[config.mk]
export PLATFORM = sky130hd
export DESIGN_NAME = spi_peripheral_flat
export DESIGN_NICKNAME = d
export VERILOG_FILES = /design/src/rtl/spi_peripheral_if.sv /design/src/rtl/spi_peripheral.sv /design/src/flat_wrapper.sv
export SDC_FILE = /design/constraint.sdc
export NUM_CORES = 1
export LEC_CHECK = 0
export CORE_MARGIN = 2
export CORE_UTILIZATION = 25
export DETAILED_ROUTE_END_ITERATION = 10
export PLACE_DENSITY_LB_ADDON = 0.2
export SETUP_SLACK_MARGIN = 0.1
export SLEW_MARGIN = 0
export SYNTH_ARGS = -nofsm -noshare
export SYNTH_HDL_FRONTEND = slang
export SYNTH_SLANG_ARGS = --single-unit
[constraint.sdc]
create_clock -name clk -period 1.6 [get_ports clk]
set_input_delay 0.32 -clock clk [delete_from_list [all_inputs] [get_ports clk]]
set_output_delay 0.32 -clock clk [all_outputs]
set_load 0.01 [all_outputs]
[src/rtl/spi_peripheral_if.sv]
// ============================================================================
// Module   : spi_peripheral_if
// Purpose  : SPI pin bundle between an SPI controller (master) and the
//            register peripheral (slave).
// Revision : 1.0 - initial release
// ============================================================================
`default_nettype none

interface spi_peripheral_if;
    logic ncs;
    logic sclk;
    logic copi;
    logic cipo;

    modport master (output ncs, output sclk, output copi, input cipo);
    modport slave  (input ncs, input sclk, input copi, output cipo);
endinterface

`default_nettype wire

[src/rtl/spi_peripheral.sv]
// ============================================================================
// Module   : spi_peripheral
// Purpose  : Mode-0 SPI slave writing five 8-bit control registers from
//            16-bit frames; optional readback enabled by SPI_READBACK_EN.
// Revision : 1.0 - initial release
// ============================================================================
`default_nettype none

module spi_peripheral #(
    parameter int MAX_ADDR = 4
) (
    input  wire logic       clk,
    input  wire logic       rst_n,
    spi_peripheral_if.slave spi,
    output logic [7:0]      en_reg_out_7_0,
    output logic [7:0]      en_reg_out_15_8,
    output logic [7:0]      en_reg_pwm_7_0,
    output logic [7:0]      en_reg_pwm_15_8,
    output logic [7:0]      pwm_duty_cycle
);

    typedef enum logic [1:0] {
        ST_IDLE   = 2'd0,
        ST_SHIFT  = 2'd1,
        ST_COMMIT = 2'd2
    } state_t;

    localparam int         c_NUM_REGS  = 5;
    localparam logic [6:0] c_MAX_ADDR  = 7'(MAX_ADDR);
    localparam logic [6:0] c_LAST_REG  = 7'(c_NUM_REGS - 1);
    localparam logic [4:0] c_CNT_FULL  = 5'd16;
    localparam logic [4:0] c_CNT_SAT   = 5'd17;

    logic [2:0]  ncs_sync_q;
    logic [2:0]  sclk_sync_q;
    logic [1:0]  copi_sync_q;
    state_t      state_q, state_d;
    logic [15:0] shift_q, shift_d;
    logic [4:0]  count_q, count_d;
    logic [c_NUM_REGS-1:0][7:0] regs_q, regs_d;

    logic w_ncs_fall, w_ncs_rise, w_sclk_rise, w_sclk_fall, w_active;
    logic w_wr_ok;

    assign w_ncs_fall  = ~ncs_sync_q[1] &  ncs_sync_q[2];
    assign w_ncs_rise  =  ncs_sync_q[1] & ~ncs_sync_q[2];
    assign w_sclk_rise =  sclk_sync_q[1] & ~sclk_sync_q[2];
    assign w_sclk_fall = ~sclk_sync_q[1] &  sclk_sync_q[2];
    assign w_active    = ~ncs_sync_q[1];

    // A frame is valid only with exactly 16 bits, the write flag and an in-range address
    assign w_wr_ok = (count_q == c_CNT_FULL) && shift_q[15] &&
                     (shift_q[14:8] <= c_MAX_ADDR) && (shift_q[14:8] <= c_LAST_REG);

`ifdef SPI_READBACK_EN
    logic [7:0] rd_q, rd_d;
    logic       cipo_q, cipo_d;
    logic [6:0] w_rd_addr;
    logic [7:0] w_rd_data;

    // Address bits are complete on the 8th rising edge: six in the shifter plus the live copi bit
    assign w_rd_addr = {shift_q[5:0], copi_sync_q[1]};

    always_comb begin
        w_rd_data = 8'h00;
        for (int k = 0; k < c_NUM_REGS; k++) begin
            if ((w_rd_addr == 7'(k)) && (w_rd_addr <= c_MAX_ADDR)) begin
                w_rd_data = regs_q[k];
            end
        end
    end

    assign spi.cipo = cipo_q & ~spi.ncs;
`else
    assign spi.cipo = 1'b0;
`endif

    always_ff @(posedge clk or negedge rst_n) begin
        if (!rst_n) begin
            ncs_sync_q  <= 3'b000;
            sclk_sync_q <= 3'b000;
            copi_sync_q <= 2'b00;
            state_q     <= ST_IDLE;
            shift_q     <= 16'h0000;
            count_q     <= 5'd0;
            regs_q      <= '0;
`ifdef SPI_READBACK_EN
            rd_q        <= 8'h00;
            cipo_q      <= 1'b0;
`endif
        end else begin
            ncs_sync_q  <= {ncs_sync_q[1:0], spi.ncs};
            sclk_sync_q <= {sclk_sync_q[1:0], spi.sclk};
            copi_sync_q <= {copi_sync_q[0], spi.copi};
            state_q     <= state_d;
            shift_q     <= shift_d;
            count_q     <= count_d;
            regs_q      <= regs_d;
`ifdef SPI_READBACK_EN
            rd_q        <= rd_d;
            cipo_q      <= cipo_d;
`endif
        end
    end

    always_comb begin
        state_d = state_q;
        shift_d = shift_q;
        count_d = count_q;
        regs_d  = regs_q;
`ifdef SPI_READBACK_EN
        rd_d    = rd_q;
        cipo_d  = cipo_q;
`endif
        case (state_q)
            ST_IDLE: begin
                if (w_ncs_fall) begin
                    state_d = ST_SHIFT;
                    shift_d = 16'h0000;
                    count_d = 5'd0;
`ifdef SPI_READBACK_EN
                    rd_d    = 8'h00;
                    cipo_d  = 1'b0;
`endif
                end
            end
            ST_SHIFT: begin
                if (w_ncs_rise) begin
                    state_d = ST_COMMIT;
                end else if (w_sclk_rise && w_active) begin
                    shift_d = {shift_q[14:0], copi_sync_q[1]};
                    count_d = (count_q == c_CNT_SAT) ? c_CNT_SAT : count_q + 5'd1;
`ifdef SPI_READBACK_EN
                    if ((count_q == 5'd7) && !shift_q[6]) begin
                        rd_d = w_rd_data;
                    end
`endif
                end
`ifdef SPI_READBACK_EN
                else if (w_sclk_fall && w_active) begin
                    cipo_d = rd_q[7];
                    rd_d   = {rd_q[6:0], 1'b0};
                end
`endif
            end
            ST_COMMIT: begin
                if (w_wr_ok) begin
                    for (int k = 0; k < c_NUM_REGS; k++) begin
                        if (shift_q[14:8] == 7'(k)) begin
                            regs_d[k] = shift_q[7:0];
                        end
                    end
                end
`ifdef SPI_READBACK_EN
                rd_d   = 8'h00;
                cipo_d = 1'b0;
`endif
                // A new frame starting during commit begins from a cleared shifter
                if (w_ncs_fall) begin
                    state_d = ST_SHIFT;
                    shift_d = 16'h0000;
                    count_d = 5'd0;
                end else begin
                    state_d = ST_IDLE;
                end
            end
            default: begin
                state_d = ST_IDLE;
            end
        endcase
    end

    assign en_reg_out_7_0  = regs_q[0];
    assign en_reg_out_15_8 = regs_q[1];
    assign en_reg_pwm_7_0  = regs_q[2];
    assign en_reg_pwm_15_8 = regs_q[3];
    assign pwm_duty_cycle  = regs_q[4];

endmodule

`default_nettype wire

[src/flat_wrapper.sv]
// flat-port wrapper written by rule: the top's interface ports become plain ports
module spi_peripheral_flat 
#(
    parameter int MAX_ADDR = 4
)
  (clk, rst_n, en_reg_out_7_0, en_reg_out_15_8, en_reg_pwm_7_0, en_reg_pwm_15_8, pwm_duty_cycle, spi_ncs, spi_sclk, spi_copi, spi_cipo);
  spi_peripheral_if spi_i ();
  input  wire logic clk;
  input  wire logic rst_n;
  output logic [7:0] en_reg_out_7_0;
  output logic [7:0] en_reg_out_15_8;
  output logic [7:0] en_reg_pwm_7_0;
  output logic [7:0] en_reg_pwm_15_8;
  output logic [7:0] pwm_duty_cycle;
  input wire logic [$bits(spi_i.ncs)-1:0] spi_ncs;
  input wire logic [$bits(spi_i.sclk)-1:0] spi_sclk;
  input wire logic [$bits(spi_i.copi)-1:0] spi_copi;
  output wire logic [$bits(spi_i.cipo)-1:0] spi_cipo;
  assign spi_i.ncs = spi_ncs;
  assign spi_i.sclk = spi_sclk;
  assign spi_i.copi = spi_copi;
  assign spi_cipo = spi_i.cipo;
  spi_peripheral #(.MAX_ADDR(MAX_ADDR)) u_core (.clk(clk), .rst_n(rst_n), .spi(spi_i), .en_reg_out_7_0(en_reg_out_7_0), .en_reg_out_15_8(en_reg_out_15_8), .en_reg_pwm_7_0(en_reg_pwm_7_0), .en_reg_pwm_15_8(en_reg_pwm_15_8), .pwm_duty_cycle(pwm_duty_cycle));
endmodule
# --- After elaboration in Yosys (flattened, before gate mapping) ---
# Index checks and enable logic that the tools add are counted.
word_totals:
  reg_bits: 71
  latchBits: 0
  ramBits: 0
  mem_bits_ro: 0
  in_bits: 5
  out_inout_bits: 41
  wordCells: 60
  n_memories: 0
op_classes:
  add_sub_neg: 1
  multipliers: 0
  n_div: 0
  order_cmp: 1
  n_eq_ne: 13
  shift: 0
  mux: 13
  bitwise_logic: 6
  reduce_logical: 15
op_table:
  columns: ["operator", "count"]
  rows:
  - ["$mux 16", 3]
  - ["$pmux 16 s2", 1]
  - ["$mux 5", 4]
  - ["$reduce_and 3->1", 5]
  - ["$eq 7x2->1 const B", 2]
  - ["$eq 5x5->1 const B", 2]
  - ["$pmux 5 s2", 1]
  - ["$ne 2x1->1 const B", 4]
  - ["$eq 7x1->1 const B", 1]
  - ["$eq 7x3->1 const B", 1]
  - ["$le 7x3->1 const B", 1]
  - ["$logic_not 7->1", 1]
  - ["$pmux 2 s3", 1]
  - ["$add 5x1->5 const B", 1]
  - ["$logic_and 1x1->1", 4]
  - ["$mux 2", 2]
  - ["$reduce_and 4->1", 1]
  - ["$and 1x1->1", 3]
  - ["$not 1->1", 3]
  - ["$eq 2x1->1 const B", 1]
  - ["$eq 2x2->1 const B", 1]
  - ["$logic_not 2->1", 1]
  - ["$ne 2x2->1 const B", 1]
  - ["$reduce_and 2->1", 1]
  - ["other kinds (3)", 3]

# --- Longest topological paths before layout ---
# Gate-level depths: netlist of the first run.
depth:
  ltp_word: 6
  depth_mapped: 7
  mapped_depth_nobuf: 6

# --- Worst setup path before layout of the first run ---
# Ideal clock, no wire load.
synth_path:
  path_kind: "register to register"
  from: "register u_core.count_q[0]"
  to: "register u_core.regs_q (netlist bit u_core.pwm_duty_cycle[0])"
  setup_ns: 0.125
  arrival_ns: 1.642
  required_ns: 1.475
  slack_ns: -0.167
  stages_incl_launch_ff: 8
  n_path_buf: 1
  synth_period_minus_slack_ns: 1.767
  cell_sequence: "dfrtp_1 -> inv_1 -> ha_1 -> nand2_1 -> nor3_2 -> and4_1 -> buf_4 -> mux2_2"
synth_via:
  elab_chain_cells: 5
synth_lines:
  columns: ["element", "line", "rtl"]
  rows:
  - ["start: declaration", "spi_peripheral.sv:39", "logic [4:0] count_q, count_d;"]
  - ["start signal: assignment", "spi_peripheral.sv:97", "count_q <= count_d;"]
  - ["$eq 5x5->1", "spi_peripheral.sv:52", "assign w_wr_ok = (count_q == c_CNT_FULL) && shift_q[15] &&"]
  - ["$logic_and 1x1->1 (2 in a row)", "spi_peripheral.sv:52", null]
  - ["$logic_and 1x1->1", "spi_peripheral.sv:53", "(shift_q[14:8] <= c_MAX_ADDR) && (shift_q[14:8] <= c_LAST_REG);"]
  - ["$reduce_and 3->1 (no line)", null, null]
  - ["end signal: assignment", "spi_peripheral.sv:98", "regs_q <= regs_d;"]
  - ["end: declaration", "spi_peripheral.sv:40", "logic [c_NUM_REGS-1:0][7:0] regs_q, regs_d;"]
# Every way passes these cells.
# A chain may end at the register's enable or synchronous reset.

# --- Final worst setup path of the first run ---
layout_path:
  from: "register u_core.shift_q[11]"
  to: "register u_core.regs_q (netlist bit u_core.en_reg_out_7_0[1])"
layout_via:
  elab_chain_cells: 4
  elab_cells_between_ends: 5
  classes_between: "order compare (1); reduce/logical (4)"
layout_lines:
  columns: ["element", "line", "rtl"]
  rows:
  - ["start: declaration", "spi_peripheral.sv:38", "logic [15:0] shift_q, shift_d;"]
  - ["start signal: assignment", "spi_peripheral.sv:96", "shift_q <= shift_d;"]
  - ["$le 7x3->1", "spi_peripheral.sv:53", null]
  - ["$logic_and 1x1->1", "spi_peripheral.sv:52", null]
  - ["$logic_and 1x1->1", "spi_peripheral.sv:53", null]
  - ["$reduce_and 3->1 (no line) (*)", null, null]
# Every way passes the cells marked *; elsewhere a longest branch is shown, timed or not.

==> impl_metrics.json, run 1 <==
{
  "crit_path_max_fanout": 5,
  "period_share": 1.08,
  "worstSetupStartpointType": "register",
  "htreeDepth": 3,
  "holdBufCountCts": 0,
  "p_comb_frac": 0.075,
  "rrSetupSlack_ns": -0.12,
  "seq_power_share": 0.482,
  "ant_nets": 0,
  "regArea_mm2": 0.00178,
  "reg2reg_depth": 4,
  "dieArea_mm2": 0.0118,
  "netSwitchingPower_mw": 0.883,
  "die_h_um": 109,
  "syn-num-nets": 187,
  "fin_ws_ns": -0.123,
  "setup_viol_count_final": 40,
  "via_per_inst": 4.52,
  "n_fill_cell": 1049,
  "antenna_found_initial": 0,
  "synth_area_leaders": "dfrtp_1 65%, mux2_2 16%, a22o_1 5.4%",
  "yosysMostFrequentCell": "dfrtp_1",
  "intPower_mw": 3.00,
  "yosys.area.top_type": "dfrtp_1",
  "finClkSkew_ns": 0.00727,
  "root_buffer": "clkbuf_8",
  "gp_congestion": 0.740,
  "maxCapViolations": 0,
  "dp_hpwl_mm": 4.01,
  "path_clk_slew_ns": 0.07,
  "drive_above_1_share": 0.402,
  "core_area_mm2": 0.0108,
  "ir_worst_vdd_v": 0.000367,
  "power_density_mw_per_mm2": 972,
  "antenna_cells": 0,
  "worst_slew_pin_slew_ns": 0.555,
  "required_ns": 1.83,
  "ys_seq_area_frac": 0.647,
  "rr_startpoint": "u_core.shift_q[11]$_DFFE_PN0P_",
  "drt_first_pass_iters": 4,
  "ys_ff_latch": 71,
  "grt_pass1_wl_mm": 10.2,
  "num_io_pins": 46,
  "synthFlopType": "dfrtp_1",
  "multiInputGateArea_mm2": 0.00111,
  "finalPower_mw": 3.88,
  "numCtsBuffers": 9,
  "grtUsageTotal": 0.116,
  "grt_max_degree": 72,
  "period_needed_ns": 1.72,
  "stdcell_area_mm2": 0.00399,
  "finalHoldViolCount": 20,
  "wl_per_cell_um": 16.4,
  "worst-setup-path-type": "reg2reg",
  "yosys.cell_types.count": 30,
  "maxSlewViolCount": 0,
  "whs_ns": -0.0222,
  "ys_warn_count": 0,
  "slew_headroom": 0.626,
  "synth_area_mm2": 0.00275,
  "synthTopCellsByCount": "71 x dfrtp_1, 38 x mux2_2, 17 x a22o_1",
  "wl_mm": 6.63,
  "syn_inst": 179,
  "initial_utilization": 0.254,
  "grt_pass1_vias": 1851,
  "arrival_ns": 1.95,
  "vias": 1825,
  "die_w_um": 109,
  "layout.nets": 267,
  "drtIter0Drc": 44,
  "synth.top_cell.area_share": 0.647,
  "overflow": 0,
  "clock_power_share": 0.443,
  "cts_buffer_depth": 2,
  "clock_sinks": 71,
  "holdCritPathClass": "in2async",
  "syn_to_final_growth_pct": 45.4,
  "synthArstFlopShare": 1.00,
  "p_sw_frac": 0.228,
  "portBuffers": 44,
  "max_freq_ghz": 0.580,
  "place_area_mm2": 0.00356,
  "clk_latency_ns": 0.35,
  "num_rows": 38,
  "syn-mean-instance-area_um2": 15.3,
  "status": "complete, but fails checks",
  "r2r_end": "u_core.en_reg_out_7_0[1]$_DFFE_PN0P_",
  "rsz0062_at_grt": "yes",
  "drc_errors": 0,
  "violations": "negative hold slack, negative setup slack",
  "end_kind": "register",
  "synth_edf_count": 0,
  "p_leak_nw": 2.06,
  "cts_tree": "done"
}
==> state kept, by name, indices dropped and copies added (netlist names), 5 cells and up <==
name                    flops
u_core.count_q              5
u_core.en_reg_out_15_8      8
u_core.en_reg_out_7_0       8
u_core.en_reg_pwm_15_8      8
u_core.en_reg_pwm_7_0       8
u_core.pwm_duty_cycle       8
u_core.shift_q             16
==> final cells by class <==
cell class | count | area share
well taps | 140 | 0.0439
repair buffers | 74 | 0.171
multi-input cells | 100 | 0.277
flip-flops and latches | 71 | 0.445
clock buffers | 11 | 0.0329
inverters | 3 | 0.00282
clock inverters | 5 | 0.0266
==> worst max-delay path, stage by stage (launching register included) <==
cell and delay [ns]:
dfrtp_1 0.43, nor4_1 0.55, nand4_4 0.18, buf_6 0.19, mux2_2 0.26
==> repair_timing <==
action,CTS,global route
gates resized for setup,74,14
cloned,0,2
endpoints found under the setup margin,101,60
buffers inserted,2,0
pin swaps,5,5
endpoints found under the hold margin,0,0
==> stage by stage <==
| step | std cells | util | hold slack [ns] | TNS [ns] | setup WS [ns] |
|---|---|---|---|---|---|
| 6_report | 404 | 0.370 | -0.0222 | -2.49 | -0.123 |
| 5_1_grt | 404 | 0.370 | 0.0201 | -6.76 | -0.203 |
| 4_1_cts | 402 | 0.362 | 0.00429 | -3.38 | -0.104 |
| 3_5_place_dp | 384 | 0.330 | 0.336 | -4.66 | -0.203 |
| 3_3_place_gp | 384 | 0.330 | 0.334 | -3.71 | -0.153 |
| 2_1_floorplan | 179 | - | 0.0244 | -0.728 | -0.0937 |
==> placed cells by master, fill, tap and decap left out, types with 3 or more instances in the layout <==
master / Yosys / final
a22o_1: 17 / 17
buf_4: 2 / 13
buf_6: 0 / 16
bufinv_16: 0 / 3
clkbuf_8: 0 / 9
clkdlybuf4s50_1: 0 / 3
dfrtp_1: 71 / 70
dlygate4sd2_1: 0 / 40
mux2_2: 38 / 32
mux2_4: 0 / 8
nand2_1: 6 / 5
nand3_1: 3 / 3
nand4_4: 0 / 4
nor2b_1: 3 / 3
==> metal layers <==
metal	track usage	vias to the layer above	part of all wire	wire length, um
met5	0	-	0	0
met4	0.0705	0	0.027	178
met3	0.0263	14	0.037	243
met2	0.170	40	0.49	3220
met1	0.156	941	0.45	2990
li1	-	830	-	-
==> power by group through the flow <==
stage	sequential, mW	clock, mW	combinational (mW)
after floorplan	1.89	0	0.0881
after global placement	1.89	0	0.215
after detailed placement	1.89	0	0.218
after CTS	1.86	1.77	0.253
after global routing	1.88	1.86	0.323
final	1.87	1.72	0.292
==> how the worst max path moves through the flow <==
stage,from,to,slack [ns],depth (start not counted)
after floorplan,u_core.count_q[0]$_DFFE_PN0P_,u_core.pwm_duty_cycle[0]$_DFFE_PN0P_,-0.09,7
after global placement,u_core.ncs_sync_q[2]$_DFF_PN0_,u_core.count_q[2]$_DFFE_PN0P_,-0.15,4
after detailed placement,u_core.ncs_sync_q[2]$_DFF_PN0_,u_core.count_q[2]$_DFFE_PN0P_,-0.20,4
after CTS,u_core.count_q[1]$_DFFE_PN0P_,u_core.en_reg_out_7_0[1]$_DFFE_PN0P_,-0.10,8
after global routing,u_core.count_q[1]$_DFFE_PN0P_,u_core.en_reg_out_7_0[0]$_DFFE_PN0P_,-0.20,8
final,u_core.shift_q[11]$_DFFE_PN0P_,u_core.en_reg_out_7_0[1]$_DFFE_PN0P_,-0.12,4
==> logic make-up after synthesis <==
kind of cell / Yosys count / synth area share
AND/OR/NAND/NOR: 30 / 0.0802
AO/OA/AOI/OAI: 23 / 0.0711
multiplexers: 40 / 0.164
other: 1 / 0.00137
flip-flops: 71 / 0.647
buffers and inverters: 9 / 0.0164
XOR/XNOR: 2 / 0.00638
adder cells (fa/ha/maj): 3 / 0.0137
Note: power is estimated with default switching activity, not from simulation.
==> run 2, diff against run 1 <==
--- a/config.mk
+++ b/config.mk
@@ -5,9 +5,12 @@
 export SDC_FILE = /design/constraint.sdc
 export NUM_CORES = 1
 export LEC_CHECK = 0
+export CELL_PAD_IN_SITES_DETAIL_PLACEMENT = 0
+export CELL_PAD_IN_SITES_GLOBAL_PLACEMENT = 2
 export CORE_MARGIN = 2
 export CORE_UTILIZATION = 25
 export DETAILED_ROUTE_END_ITERATION = 10
+export MAX_ROUTING_LAYER = met4
 export PLACE_DENSITY_LB_ADDON = 0.2
 export SETUP_SLACK_MARGIN = 0.1
 export SLEW_MARGIN = 0
==> impl_metrics.json, run 2 (synthesized netlist as in run 1, its figures left out) <==
{
  "clk_latency_ns": 0.34,
  "power_density_mw_per_mm2": 984,
  "grt_max_degree": 45,
  "num_rows": 38,
  "antenna_found_initial": 0,
  "ant_nets": 0,
  "rsz0062_at_grt": "yes",
  "cp_num_cells": 4,
  "overflow": 0,
  "drtIter0Drc": 64,
  "required_ns": 1.83,
  "post-place-ws_ns": -0.0926,
  "cts_tree": "done",
  "status": "complete, but fails checks",
  "fin_setup_tns_ns": -2.16,
  "holdCritPathClass": "reg2reg",
  "finClkSkew_ns": 0.00578,
  "drive_above_1_share": 0.402,
  "wl_mm": 6.79,
  "place_area_mm2": 0.00354,
  "layout_common_cells": "70 x dfrtp_1, 40 x dlygate4sd2_1, 34 x mux2_2",
  "final_common_cell": "dfrtp_1",
  "portBuffers": 44,
  "p_leak_nw": 2.07,
  "max_freq_ghz": 0.589,
  "gp_congestion": 0.727,
  "vias": 1808,
  "initial_utilization": 0.254,
  "wl_per_cell_um": 16.8,
  "worstSetupStartpointType": "register",
  "met2_length_mm": 3.13,
  "finalHoldViolCount": 0,
  "violations": "negative setup slack",
  "numCtsBuffers": 9,
  "cp.buffers_inverters": 1,
  "ir_worst_vdd_v": 0.000455,
  "fin_ws_ns": -0.0982,
  "wl_met1_mm": 3.30,
  "root_buffer": "clkbuf_8",
  "wl_met3_um": 299,
  "core_area_mm2": 0.0108,
  "die_h_um": 109,
  "crit_path_max_fanout": 7,
  "arrival_ns": 1.93,
  "worst-setup-path-type": "reg2reg",
  "clock_sinks": 71,
  "via_per_inst": 4.48,
  "htreeDepth": 3,
  "period_needed_ns": 1.70,
  "top_layer_used": "met4",
  "setup_viol_count_final": 40,
  "end_kind": "register",
  "largest_reg_flops": 16,
  "slew_headroom": 0.665,
  "worst_path_max_delay_cell": "dfrtp_1",
  "hold_depth": 0,
  "finalPower_mw": 3.92,
  "worst_slew_pin_slew_ns": 0.497,
  "antenna_cells": 0,
  "grt_pass1_vias": 1884,
  "layout.nets": 267,
  "path_clk_slew_ns": 0.08,
  "maxCapViolations": 0,
  "cts_buffer_depth": 2,
  "syn_to_final_growth_pct": 45.1,
  "drc_errors": 0,
  "grt_pass1_wl_mm": 10.7,
  "drt_first_pass_iters": 4,
  "path_delay_family": "simple AND/OR/NAND/NOR gates",
  "stdcell_area_mm2": 0.00399,
  "reg2reg_depth": 4,
  "regMostFlops": "u_core.shift_q",
  "dieArea_mm2": 0.0118,
  "dp_hpwl_mm": 4.22,
  "finish.utilization": 0.369,
  "max_stage_delay_ns": 0.46,
  "maxSlewViolCount": 0,
  "num_io_pins": 46,
  "path_cells": "nor4b_1 -> and4_4 -> buf_4 -> mux2_2",
  "grtUsageTotal": 0.125,
  "die_w_um": 109,
  "period_share": 1.06
}
## run 2: layout make-up
type | count | area, um2
fill | 1047 | 6810
sequential | 71 | 1780
multi-input combinational | 100 | 1090
timing repair buffer | 74 | 689
tap | 140 | 175
clock buffer | 9 | 124
clock inverter | 7 | 120
inverter | 3 | 11.3
## run 2: worst paths after layout
path	start	endpoint	slack, ns
worst max-delay path	u_core.shift_q[9]$_DFFE_PN0P_	u_core.pwm_duty_cycle[0]$_DFFE_PN0P_	-0.1
worst min-delay path	u_core.ncs_sync_q[0]$_DFF_PN0_	u_core.ncs_sync_q[1]$_DFF_PN0_	0.35
worst max register to register	u_core.shift_q[9]$_DFFE_PN0P_	u_core.pwm_duty_cycle[0]$_DFFE_PN0P_	-0.1
worst min register to register	u_core.ncs_sync_q[0]$_DFF_PN0_	u_core.ncs_sync_q[1]$_DFF_PN0_	0.35
max in group asynchronous	rst_n	u_core.shift_q[7]$_DFFE_PN0P_	0.65
min in group asynchronous	rst_n	u_core.count_q[3]$_DFFE_PN0P_	0.40
## run 2: power by group
group | switching [mW] | internal [mW]
sequential | 0.0401 | 1.83
clock | 0.713 | 1.04
combinational | 0.160 | 0.138
## run 2: through the flow
step	std cells	hold WS [ns]
floorplan	179	0.0244
global placement	381	0.240
detailed placement	381	0.242
CTS	400	0.355
global route	404	0.365
finish	404	0.352
## run 2: layer usage
layer	vias up	GRT usage
met5	-	-
met4	0	0.0412
met3	8	0.0377
met2	42	0.175
met1	936	0.173
li1	822	-
## run 2: timing repair
| action | CTS | global route |
|---|---|---|
| resized for setup | 62 | 27 |
| buffers inserted | 1 | 2 |
| cloned | 1 | 3 |
| pin swaps | 3 | 6 |
| setup endpoints to repair | 96 | 61 |
| hold buffers | 1 | 0 |
| hold endpoints to repair | 11 | 0 |
==> run 3, diff against run 2 <==
--- a/config.mk
+++ b/config.mk
@@ -11,9 +11,9 @@
 export CORE_UTILIZATION = 25
 export DETAILED_ROUTE_END_ITERATION = 10
 export MAX_ROUTING_LAYER = met4
-export PLACE_DENSITY_LB_ADDON = 0.2
+export PLACE_DENSITY = 0.65
 export SETUP_SLACK_MARGIN = 0.1
-export SLEW_MARGIN = 0
+export SLEW_MARGIN = 20
 export SYNTH_ARGS = -nofsm -noshare
 export SYNTH_HDL_FRONTEND = slang
 export SYNTH_SLANG_ARGS = --single-unit
==> constraint.sdc (replaced) <==
create_clock -name clk -period 2.2 [get_ports clk]
set_input_delay 0.44 -clock clk [delete_from_list [all_inputs] [get_ports clk]]
set_output_delay 0.44 -clock clk [all_outputs]
set_load 0.01 [all_outputs]
==> impl_metrics.json, run 3 (synthesized netlist as in run 1, its figures left out) <==
{
  "core_area_mm2": 0.0108,
  "arrival_ns": 2.15,
  "dp_hpwl_mm": 3.87,
  "max_freq_ghz": 0.521,
  "stdcell_area_mm2": 0.00368,
  "antenna_found_initial": 0,
  "die_h_um": 109,
  "rrSetupSlack_ns": 0.28,
  "multiInputGateArea_um2": 931,
  "clock_sinks": 71,
  "vias": 1688,
  "netSwitchingPower_mw": 0.588,
  "seq_power_share": 0.496,
  "fin_setup_tns_ns": 0,
  "p_leak_nw": 1.74,
  "fin_ws_ns": 0.280,
  "ir_worst_vdd_v": 0.000271,
  "overflow": 0,
  "path_clk_slew_ns": 0.07,
  "worst-setup-path-type": "reg2reg",
  "path_delay_family": "simple AND/OR/NAND/NOR gates",
  "grt_max_degree": 72,
  "post-place-ws_ns": 0.241,
  "root_buffer": "clkbuf_8",
  "dieArea_mm2": 0.0118,
  "finalPower_mw": 2.75,
  "rr_startpoint": "u_core.count_q[0]$_DFFE_PN0P_",
  "htreeDepth": 3,
  "maxSlewViolCount": 0,
  "intPower_mw": 2.16,
  "wl_per_cell_um": 15.3,
  "power_density_mw_per_mm2": 747,
  "place_area_mm2": 0.00343,
  "p_comb_frac": 0.042,
  "largest_reg_flops": 16,
  "worst_path_max_delay_cell": "dfrtp_1",
  "dp_cells": 369,
  "drt_first_pass_iters": 4,
  "worstSetupStartpointType": "register",
  "r2r_end": "u_core.en_reg_out_15_8[5]$_DFFE_PN0P_",
  "post_cts_resized": 0,
  "crit_path_max_fanout": 8,
  "slew_headroom": 0.663,
  "wl_mm": 5.90,
  "period_needed_ns": 1.92,
  "cp_num_cells": 7,
  "layout.nets": 248,
  "initial_utilization": 0.254,
  "path_cells": "inv_1 -> ha_1 -> nand2_1 -> nor3_2 -> buf_4 -> nand4_2 -> mux2_2",
  "holdBufCountCts": 0,
  "cts_tree": "done",
  "antenna_cells": 0,
  "maxCapViolations": 0,
  "worst_slew_pin_slew_ns": 0.503,
  "finalHoldViolCount": 0,
  "cts_buffer_depth": 2,
  "max_stage_delay_ns": 0.44,
  "n_fill_cell": 1070,
  "grtUsageTotal": 0.112,
  "finClkSkew_ns": 0.0102,
  "drtIter0Drc": 71,
  "drc_errors": 0,
  "required_ns": 2.43,
  "grt_pass1_vias": 1740,
  "drive_above_1_share": 0.306,
  "end_kind": "register",
  "cp.buffers_inverters": 2,
  "syn_to_final_growth_pct": 33.9,
  "via_per_inst": 4.38,
  "num_rows": 38,
  "die_w_um": 109,
  "p_sw_frac": 0.214,
  "rsz0062_at_grt": "no",
  "final_common_cell": "dfrtp_1",
  "regMostFlops": "u_core.shift_q",
  "clock_power_share": 0.462,
  "status": "complete, no violations",
  "ant_nets": 0,
  "holdCritPathClass": "in2async",
  "clk_latency_ns": 0.34,
  "post-cts-setup-buffers": 0,
  "numCtsBuffers": 9,
  "fin_cells": 385,
  "layout_common_cells": "71 x dfrtp_1, 43 x clkdlybuf4s50_1, 38 x mux2_2",
  "reg2reg_depth": 7,
  "grt_pass1_wl_mm": 9.52,
  "num_io_pins": 46,
  "startpoint": "u_core.count_q[0]$_DFFE_PN0P_",
  "regArea_mm2": 0.00178,
  "portBuffers": 44,
  "setup_viol_count_final": 0,
  "gp_congestion": 0.779,
  "period_share": 0.873
}
[run 3: cell type report]
type / instances / share of cell area
Clock buffer: 11 / 0.0384
Clock inverter: 5 / 0.0282
Inverter: 3 / 0.00306
Multi-Input combinational cell: 99 / 0.253
Sequential cell: 71 / 0.483
Tap cell: 140 / 0.0476
Timing Repair Buffer: 56 / 0.146
[run 3: worst max path at each step]
stage | endpoint | slack, ns
CTS | u_core.en_reg_out_15_8[7]$_DFFE_PN0P_ | 0.24
floorplan | u_core.pwm_duty_cycle[0]$_DFFE_PN0P_ | 0.43
global route | u_core.en_reg_out_15_8[6]$_DFFE_PN0P_ | 0.15
finish | u_core.en_reg_out_15_8[5]$_DFFE_PN0P_ | 0.28
global placement | u_core.en_reg_out_15_8[2]$_DFFE_PN0P_ | 0.28
detailed placement | u_core.en_reg_out_15_8[5]$_DFFE_PN0P_ | 0.24
[run 3: metal layers]
| metal | share of wire | up-vias | wire (um) | GRT usage |
|---|---|---|---|---|
| met5 | 0 | - | 0 | - |
| li1 | - | 778 | - | - |
| met4 | 0.018 | 0 | 106 | 0.0495 |
| met2 | 0.43 | 38 | 2570 | 0.152 |
| met3 | 0.036 | 10 | 213 | 0.0257 |
| met1 | 0.51 | 862 | 3020 | 0.158 |
[run 3: stage by stage]
stage	util	hold slack [ns]
2_1_floorplan	-	0.144
3_3_place_gp	0.318	0.334
3_5_place_dp	0.318	0.335
4_1_cts	0.341	0.132
5_1_grt	0.341	0.146
6_report	0.341	0.106
[run 3: power by group through the flow]
stage                     combinational [mW]  sequential [mW]  clock, mW
after floorplan                       0.0619             1.38          0
after global placement                 0.118             1.39          0
after detailed placement               0.120             1.39          0
after CTS                              0.120             1.36       1.31
after global routing                   0.134             1.37       1.36
final                                  0.116             1.36       1.27
